`src/rtl/led_matrix_scan_pwm.sv`:
```
// Frame-buffered ROWS x COLS multi-channel dot-matrix driver: time-multiplexed row scan
// with per-pixel PWM and row blanking, a built-in lamp test and a light-pen cursor overlay.
module led_matrix_scan_pwm #(
  parameter int ROWS         = 8,
  parameter int COLS         = 8,
  parameter int CH           = 2,
  parameter int BPP          = 4,
  parameter int PWM_DIV      = 4,
  parameter int BLANK_CYC    = 2,
  parameter int FLASH_CYCLES = 50_000_000
) (
  input  logic                      clk,
  input  logic                      rst,
  input  logic [1:0]                mode,
  input  logic                      clr,
  input  logic                      wr_en,
  input  logic [$clog2(ROWS)-1:0]   wr_row,
  input  logic [$clog2(COLS)-1:0]   wr_col,
  input  logic [CH*BPP-1:0]         wr_data,
  input  logic                      cursor_en,
  input  logic [$clog2(ROWS)-1:0]   cursor_row,
  input  logic [$clog2(COLS)-1:0]   cursor_col,
  output logic [ROWS-1:0]           row_n,
  output logic [CH*COLS-1:0]        col,
  output logic                      frame_start,
  output logic                      test_done
);

  localparam int RW    = $clog2(ROWS);
  localparam int CW    = $clog2(COLS);
  localparam int DW    = (PWM_DIV > 1) ? $clog2(PWM_DIV) : 1;
  localparam int STEPS = 2 * CH;
  localparam int SW    = $clog2(STEPS);
  localparam int FW    = (FLASH_CYCLES > 1) ? $clog2(FLASH_CYCLES) : 1;

  localparam logic [DW-1:0]  DIV_LAST   = DW'(PWM_DIV - 1);
  localparam logic [RW-1:0]  ROW_LAST   = RW'(ROWS - 1);
  localparam logic [SW-1:0]  STEP_LAST  = SW'(STEPS - 1);
  localparam logic [FW-1:0]  FLASH_LAST = FW'(FLASH_CYCLES - 1);
  localparam logic [BPP-1:0] MAX_LEVEL  = '1;

  typedef enum logic {T_STEP, T_DONE} test_state_t;

  logic run_mode;
  logic test_mode;

  assign run_mode  = mode[1];
  assign test_mode = (mode == 2'b01);

  logic [CH*BPP-1:0] frame [ROWS][COLS];

  logic [DW-1:0]  div_cnt;
  logic [BPP-1:0] pwm_cnt;
  logic [RW-1:0]  row_cnt;

  test_state_t    t_state, t_state_next;
  logic [SW-1:0]  step_cnt, step_next;
  logic [FW-1:0]  flash_cnt, flash_next;

  logic [ROWS-1:0]    row_n_d;
  logic [CH*COLS-1:0] col_d;
  logic               frame_start_d;
  logic               test_done_d;
  logic [BPP-1:0]     level;
  logic               in_blank;

  // Frame buffer; clear takes priority over a same-cycle pixel write.
  always_ff @(posedge clk or posedge rst) begin
    if (rst) begin
      for (int r = 0; r < ROWS; r++)
        for (int k = 0; k < COLS; k++)
          frame[r][k] <= '0;
    end else if (clr) begin
      for (int r = 0; r < ROWS; r++)
        for (int k = 0; k < COLS; k++)
          frame[r][k] <= '0;
    end else if (wr_en && (int'(wr_row) < ROWS) && (int'(wr_col) < COLS)) begin
      frame[wr_row][wr_col] <= wr_data;
    end
  end

  always_ff @(posedge clk or posedge rst) begin
    if (rst) begin
      div_cnt <= '0;
      pwm_cnt <= '0;
      row_cnt <= '0;
    end else if (!run_mode) begin
      div_cnt <= '0;
      pwm_cnt <= '0;
      row_cnt <= '0;
    end else if (div_cnt == DIV_LAST) begin
      div_cnt <= '0;
      if (pwm_cnt == MAX_LEVEL) begin
        pwm_cnt <= '0;
        row_cnt <= (row_cnt == ROW_LAST) ? '0 : row_cnt + 1'b1;
      end else begin
        pwm_cnt <= pwm_cnt + 1'b1;
      end
    end else begin
      div_cnt <= div_cnt + 1'b1;
    end
  end

  always_ff @(posedge clk or posedge rst) begin
    if (rst) begin
      t_state   <= T_STEP;
      step_cnt  <= '0;
      flash_cnt <= '0;
    end else begin
      t_state   <= t_state_next;
      step_cnt  <= step_next;
      flash_cnt <= flash_next;
    end
  end

  // Lamp-test sequencer: parked at step 0 whenever the mode is not TEST.
  always_comb begin
    t_state_next = t_state;
    step_next    = step_cnt;
    flash_next   = flash_cnt;
    if (!test_mode) begin
      t_state_next = T_STEP;
      step_next    = '0;
      flash_next   = '0;
    end else if (t_state == T_STEP) begin
      if (flash_cnt == FLASH_LAST) begin
        flash_next = '0;
        if (step_cnt == STEP_LAST)
          t_state_next = T_DONE;
        else
          step_next = step_cnt + 1'b1;
      end else begin
        flash_next = flash_cnt + 1'b1;
      end
    end
  end

  assign in_blank = (int'(pwm_cnt) * PWM_DIV + int'(div_cnt)) < BLANK_CYC;

  always_comb begin
    row_n_d       = '1;
    col_d         = '0;
    frame_start_d = 1'b0;
    test_done_d   = 1'b0;
    level         = '0;
    if (run_mode) begin
      row_n_d[row_cnt] = 1'b0;
      frame_start_d    = (row_cnt == '0) && (pwm_cnt == '0) && (div_cnt == '0);
      for (int c = 0; c < CH; c++) begin
        for (int k = 0; k < COLS; k++) begin
          // The cursor pixel overrides the buffer with full-scale red only.
          if (cursor_en && (cursor_row == row_cnt) && (cursor_col == CW'(k)))
            level = (c == 0) ? MAX_LEVEL : '0;
          else
            level = frame[row_cnt][k][c*BPP +: BPP];
          col_d[c*COLS + k] = !in_blank && (level > pwm_cnt);
        end
      end
    end else if (test_mode) begin
      if (t_state == T_DONE) begin
        test_done_d = 1'b1;
      end else begin
        row_n_d = '0;
        for (int c = 0; c < CH; c++)
          if ((int'(step_cnt) % CH) == c)
            col_d[c*COLS +: COLS] = '1;
      end
    end
  end

  always_ff @(posedge clk or posedge rst) begin
    if (rst) begin
      row_n       <= '1;
      col         <= '0;
      frame_start <= 1'b0;
      test_done   <= 1'b0;
    end else begin
      row_n       <= row_n_d;
      col         <= col_d;
      frame_start <= frame_start_d;
      test_done   <= test_done_d;
    end
  end

endmodule

```
`config.mk`:
```
export PLATFORM = sky130hd
export DESIGN_NAME = led_matrix_scan_pwm
export DESIGN_NICKNAME = d
export VERILOG_FILES = /design/src/rtl/led_matrix_scan_pwm.sv
export SDC_FILE = /design/constraint.sdc
export NUM_CORES = 1
export LEC_CHECK = 0
export CORE_MARGIN = 2
export CORE_UTILIZATION = 55
export DETAILED_ROUTE_END_ITERATION = 10
export PLACE_DENSITY = 0.73
export SLEW_MARGIN = 10
export SYNTH_ARGS = -nofsm -noshare
export SYNTH_HDL_FRONTEND = slang
export SYNTH_SLANG_ARGS = --single-unit
```
`constraint.sdc`:
```
create_clock -name clk -period 20.8 [get_ports clk]
set_input_delay 2.08 -clock clk [delete_from_list [all_inputs] [get_ports clk]]
set_output_delay 2.08 -clock clk [all_outputs]
set_load 0.02 [all_outputs]
```
After elaboration in Yosys (flattened, before gate mapping) --
Cells that the tools add are included.
Word-level totals: bits in registers 576, input port bits 27, logic and storage cells 242, output and inout port bits 26
Operators by class: muxes and demuxes 76, $add $sub $neg 6, equality and inequality tests 19, reductions and logical operators 39, order comparisons 24, bitwise logic cells 4
Operators with widths (count):
- 512-bit two-way mux | 2
- 512-bit bitwise mux | 1
- 64-bit binary-select mux with 3-bit select | 1
- 64-bit demux with 3-bit select | 1
- 64-bit two-way mux | 3
- 4-bit two-way mux | 35
- 26-bit two-way mux | 3
- 4-bit greater-than comparator | 16
- 16-bit two-way mux | 3
- 8-bit two-way mux | 6
- 32-bit logical NOT | 1
- 1-bit logical AND | 30
- 26-bit by 1-bit adder with 26-bit output, second input constant | 1
- 26-bit == test, second input constant | 1
- 8-bit demux with 3-bit select | 1
- 3-bit == test, second input constant | 5
- 4-bit >= comparator, second input constant | 3
- 2-bit two-way mux | 6
- 3-bit two-way mux | 4
- 3-bit inverter with 4-bit output | 3
- 1-bit two-way mux | 9
- 4-bit by 1-bit < comparator with 1-bit output, second input constant | 2
- 8-bit inverter | 1
- 6-bit by 2-bit adder with 7-bit output | 1
- 22 further kinds | 29

Logic depth before layout (Yosys ltp) --
Gate-level depths: netlist of run 1.
depth after elaboration 10, gate-level depth with buffers 14, depth with buffers taken out 11

Worst setup path before layout of run 1 --
No wires, ideal clock.
kind input to register, from input cursor_row[0], to register col[15], path slack 16.983 ns, path buffers 0, data required time 20.666 ns, setup time 0.134 ns, arrival time 3.683 ns, stages 11, cells stage by stage xnor2_1 > nand4_1 > nor2_1 > and3_1 > nor2_1 > ha_1 > nor2b_1 > o21ai_0 > nand2b_1 > a21oi_1 > o21ai_0
Between the ends: word-level cells in the longest chain between the ends 8
RTL lines:
- start, declared | line 21 | input logic [$clog2(ROWS)-1:0] cursor_row,
- 3-bit == test | line 152 | if (cursor_en && (cursor_row == row_cnt) && (cursor_col == CW'(k)))
- 1-bit logical AND (2 in a row) | line 152
- 4-bit two-way mux | line 152
- 4-bit two-way mux | line 146 | if (run_mode) begin
- 4-bit greater-than comparator | line 156 | col_d[c*COLS + k] = !in_blank && (level > pwm_cnt);
- 1-bit logical AND | line 156
- 16-bit two-way mux | line 146
- net col_d[15] | line 61 | logic [CH*COLS-1:0] col_d;
- end signal, assigned | line 179 | col <= col_d;
- end, declared | line 24 | output logic [CH*COLS-1:0] col,
The timed path passes the listed nets, and every way through them passes these cells. The select of a mux whose other input is x is not followed. A chain may end at the register's enable or synchronous reset.

Final worst setup path of run 1 --
from input cursor_row[2], to register col[8]
Same word-level chain as after synthesis.

==> flow_metrics.py, run 1 <==
metrics = {
    "logic_synthesis": {
        "synth_top_area_share_pct": 50.35,
        "synth_mux_area_share_pct": 3.687,
        "syn-num-nets": 3230,
        "yosys.area.top_type": "dfrtp_1",
        "synthAdderAreaFrac_pct": 3.235,
        "synth.distinct_cells": 49,
        "ys_ff_latch": 576,
        "synth_area_per_cell_um2": 9.019,
        "synth_edf_count": 0,
        "synth_top_family_by_area": "compound AO/OA/AOI/OAI gates",
        "synth_compound_area_share_pct": 21.00,
        "netlist_instances": 3130,
        "yosysWarningCount": 0,
        "synth-async-reset-ratio_pct": 100.0,
        "synth_area_um2": 28230,
        "synth.top_cells.by_area": "dfrtp_1, a21oi_1, nand2_1, o21ai_0, mux2i_1",
        "synth-xor-area-share_pct": 0.8997,
        "ys.flop_type": "dfrtp_1",
        "synth_seq_area_share_pct": 51.09,
        "synth-simple-area-share_pct": 15.93,
    },
    "sta": {
        "relSlewSlack_pct": 11.81,
        "clock_skew_ns": 0.01075,
        "final_max_slew_viol_count": 0,
        "worst_slew_pin_slew_ns": 1.311,
        "hold_viol_final": 0,
        "min_period_over_period_pct": 22.64,
        "min_period_ns": 4.709,
        "setup_viol": 0,
        "tns_ns": 0,
        "fmax_mhz": 212.3,
        "rsz0062_at_grt": "false",
    },
    "clocking": {
        "htree_levels": 2,
        "clkLatencyLatePin_ns": 0.63,
        "hold_buffers": 0,
        "numCtsBuffers": 59,
        "root_buffer": "clkbuf_16",
        "clock_sinks": 576,
        "cts.path.max_buffers": 3,
        "cts_tree": "done",
        "post_cts_buffers": 0,
        "ctsResizeCount": 0,
        "clk_transition_reported_paths_ns": 0.06,
    },
    "die": {
        "ioPinCount": 53,
        "initial_utilization_pct": 55.37,
        "fp-row-count": 83,
        "die_y_um": 230.6,
        "design.die.area_um2": 53160,
        "core_um2": 50990,
        "die_w_um": 230.6,
    },
    "critical_path": {
        "cpPeakStageDelay_ns": 1.10,
        "worstPathCellList": "clkdlybuf4s50_1 > xnor2_1 > nand4_1 > nor4_1 > nor2_1 > ha_1 > nor2b_1 > o21ai_0 > nand2b_1 > a21oi_1 > o21ai_0",
        "cp_slowest_cell": "nor4_1",
        "r2r_end": "col[8]$_DFF_PP0_",
        "path_common_cell": "o21ai_0",
        "cp_top_family": "simple AND/OR/NAND/NOR gates",
        "crit_fanout": 4,
        "required_ns": 21.24,
        "rr_worst_depth": 10,
        "endpoint_kind": "flip-flop",
        "cp-start-kind": "input port",
        "path_class": "input port to flip-flop",
        "r2r_slack_ns": 17.07,
        "cp.arrival_ns": 5.15,
        "critPathBufInv": 1,
        "r2r_start": "row_cnt[2]$_DFFE_PP0P_",
    },
    "routing": {
        "first_pass_iters": 6,
        "ant_nets": 0,
        "wl_per_cell_um": 24.36,
        "drc_errors": 0,
        "via_per_inst": 6.732,
        "vias": 25232,
        "dr.first_iter.drc_count": 3757,
        "drt_wl_total_um": 91310,
    },
    "grt": {
        "antenna_found_initial": 1,
        "grt_remaining_overflow": 0,
        "grt_pass1_wl_um": 142200,
        "grt_usage_pct": 34.25,
        "grt_pass1_vias": 24589,
        "grt_max_degree": 177,
    },
    "flow_run": {
        "cap_violations": 0,
    },
    "finish": {
        "nets": 3125,
        "areaGrowthSynthToFinish_pct": 9.635,
        "layout-drive-gt1-share_pct": 6.812,
        "final_area_um2": 30950,
        "antenna_cells": 0,
        "fin_cells": 3748,
    },
    "worst_hold_path": {
        "hold_end": "div_cnt[0]$_DFF_PP0_",
        "holdPathStages": 1,
        "hp-start": "div_cnt[0]$_DFF_PP0_",
        "hold_class": "flip-flop to flip-flop",
    },
    "power_and_ir_drop": {
        "power_density_nw_per_um2": 75.32,
        "p_total_mw": 2.331,
        "ir_drop_mv": 0.05785,
        "leakagePower_nw": 12.44,
    },
    "place": {
        "dp.cells": 3644,
        "gp_congestion": 0.8961,
        "postPlaceCellArea_um2": 29040,
        "detailed_place_hpwl_um": 51970,
        "io_buffer_count": 52,
    },
    "run_status": {
        "status": "finished clean",
    },
}
registers in the layout, summed over array words and instances (netlist names):
register	count
col	16
div_cnt	2
flash_cnt	26
frame	512
frame_start	1
pwm_cnt	4
row_cnt	3
row_n	8
step_cnt	2
t_state	1
test_done	1
where the power goes:
| part | internal, mW | switching [mW] | total, mW | leakage (nW) |
|---|---|---|---|---|
| registers | 1.13 | 0.00423 | 1.13 | 8.00 |
| clock network | 0.612 | 0.449 | 1.06 | 0.943 |
| logic | 0.0269 | 0.110 | 0.137 | 3.49 |
area by class of cell:
cell class                      count  area [um^2]
Tap cell                          680        850.8
Fill cell                        4295        20040
Timing Repair Buffer              116        978.4
Clock buffer                       86         1740
Inverter                           19        78.83
Sequential cell                   576        14420
Multi-Input combinational cell   2253        12710
Clock inverter                     18        172.7
cells in the final DEF (no fill, tap or decap), types with 4 or more instances in the layout:
master           count
o22ai_1            106
or3_1                7
nand2b_1            13
xor2_1              11
nand4_1             42
a41o_1              11
buf_2                8
a221oi_1            29
a22oi_1             98
buf_4               63
a22o_1              29
xnor2_1             18
nor2_1             200
dfstp_2              8
clkbuf_1            13
clkbuf_16           61
mux2i_1            104
clkdlybuf4s50_1     43
a41oi_1              7
a21oi_1            438
nor3_1               8
nor2_2              10
clkbuf_8            12
and2_1              12
nand3b_1             4
nand3_1            153
nor3_2               5
inv_1               17
o21ai_0            314
nand2_1            467
nand3_2              4
ha_1                73
or4_1               18
dfrtp_1            568
and3_1               6
a31oi_1              5
nor2b_1             22
nor4_1              14
clkinv_2            12
kinds of logic after synthesis:
kind of cell / Yosys count
AOI/OAI and AO/OA: 1041
and+or+nand+nor: 1006
DFF: 576
buffers and inverters: 301
muxes: 104
xor gates and xnor gates: 29
adders and majority gates: 73
worst max path at each step:
| stage | start | end | slack (ns) | cells past startpoint |
|---|---|---|---|---|
| global placement | rst | frame[344]$_DFFE_PP0P_ | 15.59 | 4 |
| CTS | rst | frame[159]$_DFFE_PP0P_ | 16.20 | 4 |
| global route | rst | frame[475]$_DFFE_PP0P_ | 15.84 | 4 |
| floorplan | rst | col[0]$_DFF_PP0_ | 2.62 | 1 |
| finish | cursor_row[2] | col[8]$_DFF_PP0_ | 16.09 | 11 |
| detailed placement | rst | frame[89]$_DFFE_PP0P_ | 15.54 | 4 |
per-stage QoR:
| step | setup WS, ns | util, % | hold WS, ns |
|---|---|---|---|
| floorplan | 2.619 | - | 0.4365 |
| global placement | 15.59 | 56.95 | 0.4548 |
| detailed placement | 15.54 | 56.95 | 0.4668 |
| CTS | 16.20 | 60.70 | 0.4757 |
| global route | 15.84 | 60.70 | 0.4985 |
| finish | 16.09 | 60.70 | 0.4806 |
layer usage:
layer / part of all wire (%) / track usage [%] / up-vias
met2: 44 / 52.18 / 1629
li1: - / - / 10929
met5: 0.0088 / 0 / -
met1: 39 / 46.96 / 12326
met3: 12 / 7.362 / 346
met4: 5.1 / 16.25 / 2
cell usage after synthesis, types with 10 or more instances:
cell      instances
a22o_1           29
a221oi_1         29
buf_2            23
a41o_1           11
a21oi_1         438
xnor2_1          18
nor2b_1          22
nor4_1           14
nand4_1          42
o22ai_1         106
ha_1             73
mux2i_1         104
nor3_1           13
o21ai_0         314
nand3_1         157
xor2_1           11
a22oi_1          98
clkbuf_1        239
nor2_2           10
buf_1            18
nor2_1          200
and2_1           13
dfrtp_1         568
inv_1            18
nand2b_1         13
or4_1            18
nand2_1         467
(Power assumes the default switching activity.)
==> run 2, diff against run 1 <==
- clock period: 20.8 -> 4.8 ns (I/O delays scaled with it)
==> flow_metrics.py, run 2 (same netlist as run 1, synthesis figures left out) <==
metrics = {
    "sta": {
        "min_period_over_period_pct": 81.28,
        "min_period_ns": 3.901,
        "tns_ns": 0,
        "rsz0062_at_grt": "false",
        "final_max_slew_viol_count": 0,
        "worst_slew_pin_slew_ns": 1.242,
        "relSlewSlack_pct": 16.89,
        "setup_viol": 0,
        "setup_ws_ns": 0.8986,
        "clock_skew_ns": 0.01140,
        "fmax_mhz": 256.3,
        "hold_viol_final": 0,
    },
    "grt": {
        "grt_pass1_wl_um": 143700,
        "grt_max_degree": 149,
        "grt_pass1_vias": 24832,
        "grt_usage_pct": 34.47,
        "grt_remaining_overflow": 0,
        "antenna_found_initial": 0,
    },
    "die": {
        "core_um2": 50990,
        "die_y_um": 230.6,
        "initial_utilization_pct": 55.37,
        "ioPinCount": 53,
        "fp-row-count": 83,
        "die_w_um": 230.6,
        "design.die.area_um2": 53160,
    },
    "clocking": {
        "htree_levels": 2,
        "numCtsBuffers": 60,
        "clk_transition_reported_paths_ns": 0.06,
        "clkLatencyLatePin_ns": 0.64,
        "clock_sinks": 576,
        "post_cts_buffers": 0,
        "cts_tree": "done",
        "ctsResizeCount": 0,
        "root_buffer": "clkbuf_16",
        "cts.path.max_buffers": 3,
        "hold_buffers": 0,
    },
    "power_and_ir_drop": {
        "leakagePower_nw": 12.59,
        "pwr-share-seq_pct": 48.7,
        "p_comb_share_pct": 6.2,
        "switching_share_pct": 24.58,
        "clock_power_share_pct": 45.1,
        "power.net_switching_mw": 2.476,
        "power.internal_mw": 7.596,
        "power_density_nw_per_um2": 322.5,
        "ir_drop_mv": 0.2836,
        "p_total_mw": 10.07,
    },
    "finish": {
        "nFillCells": 4287,
        "nets": 3156,
        "final_common_cell": "dfrtp_1",
        "fin_cells": 3779,
        "top_register": "frame",
        "final_cell_mix": "dfrtp_1, nand2_1, a21oi_1, o21ai_0, nor2_1",
        "utilization_pct": 61.24,
        "reg_top3": "frame: 512 flops, flash_cnt: 26 flops, col: 16 flops",
        "antenna_cells": 0,
        "largest_register_ffs": 512,
        "layout-drive-gt1-share_pct": 7.519,
        "areaGrowthSynthToFinish_pct": 10.61,
    },
    "routing": {
        "via_per_inst": 6.752,
        "wl_met3_um": 10130,
        "first_pass_iters": 8,
        "dr.first_iter.drc_count": 3594,
        "wl_met2_um": 42540,
        "m1WireLength_um": 35060,
        "ant_nets": 0,
        "vias": 25517,
        "wl_per_cell_um": 24.35,
        "top_layer": "met4",
        "drt_wl_total_um": 92020,
        "drc_errors": 0,
    },
    "critical_path": {
        "r2r_start": "row_cnt[2]$_DFFE_PP0P_",
        "cp-start-kind": "flip-flop",
        "endpoint_kind": "flip-flop",
        "path_class": "flip-flop to flip-flop",
        "crit_fanout": 20,
        "cp.arrival_ns": 4.35,
        "crit_path_start": "row_cnt[2]$_DFFE_PP0P_",
        "required_ns": 5.25,
    },
    "worst_hold_path": {
        "hp-start": "wr_data[2]",
        "hold_class": "input port to flip-flop",
    },
    "flow_run": {
        "cap_violations": 0,
    },
    "place": {
        "io_buffer_count": 52,
        "post-place-ws_ns": 1.053,
        "detailed_place_hpwl_um": 55340,
        "gp_congestion": 0.9160,
        "dp.cells": 3674,
    },
    "run_status": {
        "status": "finished clean",
    },
}
run 2: changes by cell type in the layout (fill, tap and decap cells not counted), moves of 2 or more:
cell,change
buf_12,+8
buf_4,+22
bufinv_16,-2
clkbuf_1,+7
clkinv_2,-4
clkinvlp_4,-2
inv_6,+2
run 2: power groups by stage:
stage | sequential [mW] | clock (mW) | combinational, mW
final | 4.91 | 4.54 | 0.620
after global routing | 4.91 | 4.76 | 0.661
after CTS | 4.91 | 4.57 | 0.606
after detailed placement | 5.00 | 0 | 0.605
after global placement | 4.99 | 0 | 0.594
after floorplan | 5.01 | 0 | 0.350
run 2: path summary, 6_finish.rpt:
check | cells after the start | slack (ns) | end
min in group asynchronous | 2 | 0.43 | frame[81]$_DFFE_PP0P_
hold reg to reg | 1 | 0.47 | div_cnt[0]$_DFF_PP0_
setup reg to reg | 11 | 0.90 | col[3]$_DFF_PP0_
setup / recovery | 11 | 0.90 | col[3]$_DFF_PP0_
hold / removal | 3 | 0.11 | frame[178]$_DFFE_PP0P_
max in group asynchronous | 3 | 3.28 | frame[377]$_DFFE_PP0P_
run 2: stage by stage:
step	hold WS (ns)	cell area [um^2]
6_report	0.1148	31230
5_1_grt	0.1599	31230
4_1_cts	0.1071	31230
3_5_place_dp	0.4589	29360
3_3_place_gp	0.4526	29360
2_1_floorplan	0.4365	28230
run 2: metal layers:
metal | GRT usage, % | vias to the layer above
met3 | 7.967 | 325
met5 | 0 | -
met1 | 45.96 | 12564
li1 | - | 10994
met4 | 15.44 | 0
met2 | 53.95 | 1634
run 2: area by class of cell:
class	count	area [um^2]	area share [%]
Multi-Input combinational cell	2253	12710	40.69
Clock buffer	94	1780	5.702
Timing Repair Buffer	146	1304	4.175
Sequential cell	576	14420	46.19
Tap cell	680	850.8	2.725
Inverter	19	75.07	0.2404
Clock inverter	11	87.58	0.2805
run 2: critical path, stage by stage (launching register included):
cell and delay (ns):
dfrtp_1 0.84, xnor2_1 0.19, nand4_1 0.35, nor2_1 0.89, nand3_1 0.36, nand4_1 0.21, ha_1 0.26, nor2b_1 0.13
o21ai_0 0.15, nand2b_1 0.07, a21oi_1 0.13, o21ai_0 0.10
